[config.mk]
export PLATFORM = sky130hd
export DESIGN_NAME = countdown_ctrl_flat
export DESIGN_NICKNAME = d
export VERILOG_FILES = /design/src/rtl/countdown_ctrl_if.sv /design/src/rtl/countdown_ctrl.sv /design/src/flat_wrapper.sv
export SDC_FILE = /design/constraint.sdc
export NUM_CORES = 1
export LEC_CHECK = 0
export ABC_AREA = 1
export BUFFER_PORTS_ARGS = -buffer_cell sky130_fd_sc_hd__buf_2
export CAP_MARGIN = 20
export CORE_MARGIN = 3
export CORE_UTILIZATION = 41
export DETAILED_ROUTE_END_ITERATION = 8
export PLACE_DENSITY = 0.72
export SLEW_MARGIN = 20
export SYNTH_ARGS = -nofsm -noshare
export SYNTH_HDL_FRONTEND = slang
export SYNTH_SLANG_ARGS = --single-unit
export TNS_END_PERCENT = 30
[constraint.sdc]
create_clock -name clk -period 1.9 [get_ports clk]
set_clock_uncertainty 0.1 [all_clocks]
set_input_delay 0.095 -clock clk [delete_from_list [all_inputs] [get_ports clk]]
set_output_delay 0.095 -clock clk [all_outputs]
set_load 0.005 [all_outputs]
[src/rtl/countdown_ctrl_if.sv]
`default_nettype none
// ============================================================================
//  Module      : countdown_ctrl_if
//  Description : Control/status bundle for the countdown controller.
//                master = button/pulse side (drives commands, reads status)
//                slave  = countdown_ctrl (reads commands, drives status)
//  Signals     : load, load_val[WIDTH], start, pause, repeat_en   (commands)
//                count[WIDTH], busy, done, state[2]              (status)
//  Revision    : 1.0 - initial release
// ============================================================================
interface countdown_ctrl_if #(
    parameter int WIDTH = 4
);
    logic             load;
    logic [WIDTH-1:0] load_val;
    logic             start;
    logic             pause;
    logic             repeat_en;
    logic [WIDTH-1:0] count;
    logic             busy;
    logic             done;
    logic [1:0]       state;

    modport master (
        output load, load_val, start, pause, repeat_en,
        input  count, busy, done, state
    );

    modport slave (
        input  load, load_val, start, pause, repeat_en,
        output count, busy, done, state
    );
endinterface
`default_nettype wire

[src/rtl/countdown_ctrl.sv]
`default_nettype none
// ============================================================================
//  Module      : countdown_ctrl
//  Description : Sequencer for a WIDTH-bit down counter. Loads a start value,
//                decrements once every PRESCALE cycles while running,
//                supports pause/resume, single-shot or auto-repeat, and
//                emits a one-cycle done pulse at terminal count.
//  Ports       : clk    - system clock, rising edge
//                reset  - asynchronous active-high reset
//                bus    - countdown_ctrl_if.slave
//                         in : load, load_val, start, pause, repeat_en
//                         out: count, busy, done, state (all registered)
//  Revision    : 1.0 - initial release
// ============================================================================
module countdown_ctrl #(
    parameter int WIDTH    = 4,
    parameter int PRESCALE = 4
) (
    input  wire logic          clk,
    input  wire logic          reset,
    countdown_ctrl_if.slave    bus
);

    localparam int PW = (PRESCALE > 1) ? $clog2(PRESCALE) : 1;
    localparam logic [PW-1:0]    c_presc_max = PW'(PRESCALE - 1);
    localparam logic [WIDTH-1:0] c_one       = WIDTH'(1);

    typedef enum logic [1:0] {
        ST_IDLE  = 2'd0,
        ST_RUN   = 2'd1,
        ST_PAUSE = 2'd2,
        ST_DONE  = 2'd3
    } state_t;

    state_t           state_q,  state_d;
    logic [WIDTH-1:0] count_q,  count_d;
    logic [WIDTH-1:0] reload_q, reload_d;
    logic [PW-1:0]    presc_q,  presc_d;
    logic             done_q,   done_d;
    logic             busy_q,   busy_d;

    // ------------------------------------------------------------------
    // Next-state / datapath
    // ------------------------------------------------------------------
    always_comb begin
        state_d  = state_q;
        count_d  = count_q;
        reload_d = reload_q;
        presc_d  = presc_q;
        done_d   = 1'b0;

        if (bus.load) begin
            // Highest priority: pause/start in the same cycle are dropped.
            count_d  = bus.load_val;
            reload_d = bus.load_val;
            presc_d  = '0;
            state_d  = ST_IDLE;
        end else begin
            case (state_q)
                ST_RUN: begin
                    if (bus.pause) begin
                        // Freeze presc and count; a tick due now is lost.
                        state_d = ST_PAUSE;
                    end else if (presc_q == c_presc_max) begin
                        presc_d = '0;
                        if (count_q > c_one) begin
                            count_d = count_q - c_one;
                        end else if (count_q == c_one) begin
                            done_d = 1'b1;
                            if (bus.repeat_en) begin
                                count_d = reload_q;
                            end else begin
                                count_d = '0;
                                state_d = ST_DONE;
                            end
                        end
                        // count_q == 0 cannot occur in RUN; hold if it did.
                    end else begin
                        presc_d = presc_q + 1'b1;
                    end
                end

                ST_PAUSE: begin
                    // presc is left untouched so the run resumes mid-period.
                    if (!bus.pause && bus.start) begin
                        state_d = ST_RUN;
                    end
                end

                default: begin  // ST_IDLE, ST_DONE
                    if (!bus.pause && bus.start) begin
                        presc_d = '0;
                        if (reload_q != '0) begin
                            state_d = ST_RUN;
                            count_d = reload_q;
                        end else begin
                            // Zero start value terminates immediately.
                            state_d = ST_DONE;
                            count_d = '0;
                            done_d  = 1'b1;
                        end
                    end
                end
            endcase
        end

        busy_d = (state_d == ST_RUN);
    end

    // ------------------------------------------------------------------
    // State registers
    // ------------------------------------------------------------------
    always_ff @(posedge clk or posedge reset) begin
        if (reset) begin
            state_q  <= ST_IDLE;
            count_q  <= '0;
            reload_q <= '0;
            presc_q  <= '0;
            done_q   <= 1'b0;
            busy_q   <= 1'b0;
        end else begin
            state_q  <= state_d;
            count_q  <= count_d;
            reload_q <= reload_d;
            presc_q  <= presc_d;
            done_q   <= done_d;
            busy_q   <= busy_d;
        end
    end

    assign bus.count = count_q;
    assign bus.busy  = busy_q;
    assign bus.done  = done_q;
    assign bus.state = state_q;

endmodule
`default_nettype wire

[src/flat_wrapper.sv]
// flat-port wrapper written by rule: the top's interface ports become plain ports
module countdown_ctrl_flat 
#(
    parameter int WIDTH    = 4,
    parameter int PRESCALE = 4
)
  (clk, reset, bus_load, bus_load_val, bus_start, bus_pause, bus_repeat_en, bus_count, bus_busy, bus_done, bus_state);
  countdown_ctrl_if #(.WIDTH(WIDTH)) bus_i ();
  input  wire logic clk;
  input  wire logic reset;
  input wire logic [$bits(bus_i.load)-1:0] bus_load;
  input wire logic [$bits(bus_i.load_val)-1:0] bus_load_val;
  input wire logic [$bits(bus_i.start)-1:0] bus_start;
  input wire logic [$bits(bus_i.pause)-1:0] bus_pause;
  input wire logic [$bits(bus_i.repeat_en)-1:0] bus_repeat_en;
  output wire logic [$bits(bus_i.count)-1:0] bus_count;
  output wire logic [$bits(bus_i.busy)-1:0] bus_busy;
  output wire logic [$bits(bus_i.done)-1:0] bus_done;
  output wire logic [$bits(bus_i.state)-1:0] bus_state;
  assign bus_i.load = bus_load;
  assign bus_i.load_val = bus_load_val;
  assign bus_i.start = bus_start;
  assign bus_i.pause = bus_pause;
  assign bus_i.repeat_en = bus_repeat_en;
  assign bus_count = bus_i.count;
  assign bus_busy = bus_i.busy;
  assign bus_done = bus_i.done;
  assign bus_state = bus_i.state;
  countdown_ctrl #(.WIDTH(WIDTH), .PRESCALE(PRESCALE)) u_core (.clk(clk), .reset(reset), .bus(bus_i));
endmodule
# Yosys cells after proc, flatten, opt, wreduce, memory -nomap -nowiden
# Index checks and enable logic that the tools add are counted.
[op_classes]
add_sub_neg = 2
n_lt_le_gt_ge = 1
eq_ne = 9
mux = 32
reduce_logical = 6
[op_table]
columns = ["operator", "n"]
rows = [
  ["2-to-1 mux 4 bit", 8],
  ["2-to-1 mux 2 bit", 13],
  ["case mux 2 bit (2 select lines)", 2],
  ["case mux 4 bit (2 select lines)", 1],
  ["2-to-1 mux 1 bit", 7],
  ["AND reduction 5 bit", 1],
  ["== test 2 x 1 -> 1 bit, second input constant", 2],
  ["== test 2 bit, second input constant", 2],
  ["== test 4 x 1 -> 1 bit, second input constant", 1],
  ["> comparator 4 x 1 -> 1 bit, second input constant", 1],
  ["inequality test 4 x 2 -> 1 bit, second input constant", 1],
  ["nonzero test 4 bit", 1],
  ["subtractor 4 x 1 -> 4 bit, second input constant", 1],
  ["inequality test 3 x 2 -> 1 bit, second input constant", 1],
  ["inequality test 3 bit, second input constant", 1],
  ["AND reduction 3 bit", 1],
  ["nonzero test 3 bit", 1],
  ["adder 2 x 1 -> 2 bit, second input constant", 1],
  ["inequality test 2 bit, second input constant", 1],
  ["case mux 1 bit (2 select lines)", 1],
  ["logical AND 1 bit", 1],
  ["logical NOT 1 bit", 1],
]
[totals]
register_bits = 14
in_bits = 10
out_inout_bits = 8
elab_cells = 56

# Longest topological paths before layout
[depth]
depth_word = 8
mapped_depth = 10
ltp_nobuf = 10

# Worst setup path after synthesis
# OpenSTA, ideal clock, no wires.
[synth_path]
path_kind = "flip-flop to flip-flop"
from = "reg u_core.state_q[1], in the netlist u_core.bus.state[1]"
to = "reg u_core.count_q[2], in the netlist u_core.bus.count[2]"
setup_time_ns = 0.116
arrival_ns = 1.257
required_ns = 1.684
setup_slack_ns = 0.426
stages_incl_launch_ff = 10
path_buffers = 0
period_less_slack_ns = 1.474
path_cell_list = "dfrtp_1 -> inv_1 -> ha_1 -> nand2_2 -> a21oi_2 -> nor2_2 -> nor2_4 -> inv_4 -> nand2_1 -> nand2_1"
[synth_via]
elab_chain_cells = 3
word_cells_on_any_way = 10
classes_between = "eq/ne: 6; mux: 2; reduce/logical: 2"
[synth_rtl]
columns = ["item", "line_no", "rtl"]
rows = [
  ["start, declared", "countdown_ctrl.sv:35", "state_t state_q, state_d;"],
  ["start signal, assigned", "countdown_ctrl.sv:122", "state_q <= state_d;"],
  ["== test 2 x 1 -> 1 bit or == test 2 bit (tied branches)", "countdown_ctrl.sv:59", "case (state_q)"],
  ["inequality test 4 x 2 -> 1 bit (no source line), or another cell as far along", "--", ""],
  ["AND reduction 5 bit (no source line) or 2-to-1 mux 4 bit (tied branches)", "--", ""],
  ["end signal, assigned", "countdown_ctrl.sv:123", "count_q <= count_d;"],
  ["end, declared", "countdown_ctrl.sv:36", "logic [WIDTH-1:0] count_q, count_d;"],
]
# Parallel ways exist; a longest one is shown, timed or not.
# A chain may end at the register's enable or synchronous reset.

# Final worst setup path
[layout_path]
from = "reg u_core.state_q[1], in the netlist u_core.bus.state[1]"
to = "reg u_core.count_q[3], in the netlist u_core.bus.count[3]"
# The elaborated chain is that of the path after synthesis.

==> results.py <==
metrics = {
    "outcome": {
        "status": "complete, no violations",
    },
    "synthesis": {
        "ys_seq_area_share_pct": 38.41,
        "yosys_warnings": 0,
        "async_reset_ff_share_pct": 100.0,
        "synthCells": 128,
        "synth_edf_count": 0,
        "synth_area_um2": 912.1,
        "ys.flop_type": "dfrtp_1",
        "synth_fp_nets": 143,
        "ys_ff_latch": 14,
        "avgSynthCellArea_um2": 7.126,
        "synth.distinct_cells": 23,
    },
    "clock_network": {
        "cts_root_buf": "clkbuf_4",
        "clk_latency_ns": 0.28,
        "htree_num_levels": 1,
        "clock_sinks": 14,
        "clkTransAtPathRegs_ns": 0.08,
        "cts_buffers": 3,
        "clk_path_buf_depth": 2,
        "cts_tree": "done",
        "ctsResizeCount": 0,
    },
    "placement": {
        "post-dp-hpwl_mm": 1.473,
        "port_buffers": 17,
        "place_congestion": 0.8474,
    },
    "worst_setup_path": {
        "crit_required_ns": 1.98,
        "critPathKind": "flop to flop",
        "crit_family": "simple AND/OR/NAND/NOR gates",
        "critPathArrivalTime_ns": 1.70,
        "critPathMostFrequentCell": "nand2_1",
        "reg2reg_depth": 9,
        "crit_cells": 9,
        "reg2reg_setup_slack_ns": 0.28,
        "cp-start-kind": "flop",
        "cp_max_fo": 5,
        "critPathMaxStageDelay_ns": 0.41,
        "cp_slowest_cell": "dfrtp_1",
        "reg2reg_from": "u_core.bus.state[1]",
        "r2r-end": "u_core.bus.count[3]",
        "crit_buf_inv": 2,
        "cp-startpoint": "u_core.bus.state[1]",
        "crit_end": "u_core.bus.count[3]",
        "cp_cell_sequence": "inv_1, ha_1, nand2_2, a21oi_2, nor2_2, nor2_4, inv_4, nand2_1, nand2_1",
        "end_kind": "flop",
    },
    "drt": {
        "postRouteAntennaNets": 0,
        "drcViolationCount": 0,
        "finalWirelength_mm": 1.845,
        "vias_per_cell": 4.728,
        "wire_per_inst_um": 10.25,
        "vias": 851,
        "drtIter0Drc": 13,
        "dr.pass1.iters": 4,
    },
    "run": {
        "maxCapViolations": 0,
    },
    "floorplanning": {
        "core_um2": 2042,
        "pin_count": 18,
        "initial_core_util_pct": 44.67,
        "die_w_um": 53.17,
        "die_y_um": 53.17,
        "fp-row-count": 16,
        "die_area_um2": 2827,
    },
    "cells_and_area": {
        "final_cell_mix": "40 x nand2_1, 20 x inv_1, 17 x buf_2",
        "nNetsFinal": 169,
        "num-fill-cells": 218,
        "area.growth.synth_to_final_pct": 21.95,
        "final_common_cell": "nand2_1",
        "fin_util_pct": 54.47,
        "diodes": 0,
        "final_layout_size_suffix_gt1_share_pct": 22.22,
    },
    "timing": {
        "period_minus_slack_ns": 1.624,
        "fin_tns_setup_ns": 0,
        "finalCritPeriodShare_pct": 85.47,
        "hold_viol_final": 0,
        "final-max-slew-violation-count": 0,
        "clock.fmax_mhz": 615.8,
        "rsz0062_at_grt": "false",
        "max-slew-margin-rel_pct": 62.69,
        "worstMarginPinSlew_ns": 0.5591,
        "setup_viol": 0,
    },
    "global_route": {
        "antenna_found_initial": 0,
        "grt_pass1_wl_mm": 3.208,
        "grt.total_usage_pct": 15.58,
        "grt_pass1_vias": 812,
        "grt_overflow_total": 0,
        "grt_max_degree": 16,
    },
    "power_and_ir_drop": {
        "peakVddDrop_mv": 0.5844,
        "power.density_nw_per_um2": 1013,
        "power_leakage_uw": 0.0006319,
    },
    "min_path": {
        "hold_class": "input port to flop",
    },
}
## worst reg2reg max path, delay by kind of cell (launching register included)
family                     cells  cell delay, ns
buffers and inverters          2            0.14
AOI/OAI and AO/OA              1            0.18
DFF                            1            0.41
and+or+nand+nor                5            0.44
adders and majority gates      1            0.25
## per-layer routing
| layer | track usage [%] | up-vias | wire, µm |
|---|---|---|---|
| met5 | 0 | - | 0 |
| met3 | 1.690 | 5 | 72 |
| met2 | 27.07 | 17 | 837 |
| li1 | - | 446 | - |
| met1 | 19.41 | 383 | 902 |
| met4 | 6.383 | 0 | 32 |
## synthesized netlist by cell type, types with 2 or more instances
| master | instances | area share [%] |
|---|---|---|
| nand3_1 | 7 | 3.8 |
| inv_2 | 3 | 1.2 |
| nand2_1 | 40 | 16 |
| nor2_2 | 3 | 2.1 |
| nand4_1 | 4 | 2.7 |
| dfrtp_1 | 14 | 38 |
| inv_1 | 20 | 8.2 |
| nor2_1 | 13 | 5.4 |
| o21ai_0 | 5 | 2.7 |
| ha_1 | 5 | 6.9 |
| nand2_2 | 2 | 1.4 |
## power by group
| group | internal [µW] | total [µW] | leakage, µW | switching [µW] |
|---|---|---|---|---|
| clock network | 117 | 211 | 0.0000210 | 94.2 |
| registers | 357 | 414 | 0.000180 | 56.5 |
| logic | 199 | 503 | 0.000431 | 304 |
## repair_timing
item	4_1_cts	5_1_grt
hold endpoints to repair	18	0
buffers inserted	0	0
hold buffers	5	0
## logic make-up (layout without fill, tap and decap cells)
| kind of cell | after synthesis | in the layout | synth area share (%) |
|---|---|---|---|
| compound gates | 12 | 12 | 8.917 |
| xor+xnor | 1 | 1 | 0.9604 |
| fa+ha+maj | 5 | 5 | 6.859 |
| buf+inv | 25 | 50 | 10.70 |
| flops | 14 | 14 | 38.41 |
| simple gates | 71 | 71 | 34.16 |
## through the flow
stage               instances  area (µm²)  hold slack (ns)  power (µW)  setup WS (ns)
floorplan                 128       912.1          -0.1158       779.3         0.4263
global placement          171        1026          0.05495       904.5         0.3208
detailed placement        171        1026          0.06116       915.1         0.2944
CTS                       180        1112          0.05607        1136         0.2780
global route              180        1112          0.08258        1229         0.1309
finish                    180        1112          0.06213        1127         0.2761
## cell type report
cell class	instances	area, µm²	area share (%)
Multi-Input combinational cell	89	464.2	41.73
Sequential cell	14	350.3	31.50
Timing Repair Buffer	22	135.1	12.15
Inverter	24	92.59	8.324
Clock buffer	4	36.28	3.262
Tap cell	27	33.78	3.037
## flip-flops by register name (all words and copies together), names as in the netlist
name / cells
u_core.bus.busy: 1
u_core.bus.count: 4
u_core.bus.done: 1
u_core.bus.state: 2
u_core.presc_q: 2
u_core.reload_q: 4
## how the worst min path moves through the flow
stage,start,to,slack [ns],depth (start not counted)
after floorplan,reset,u_core.bus.busy,-0.12,1
after global placement,reset,u_core.reload_q[1],0.05,2
after detailed placement,reset,u_core.reload_q[0],0.06,2
after CTS,bus_load,u_core.bus.done,0.06,2
after global routing,bus_load,u_core.bus.done,0.08,2
final,bus_load,u_core.bus.done,0.06,2
Power figures use the tool's default switching activity.
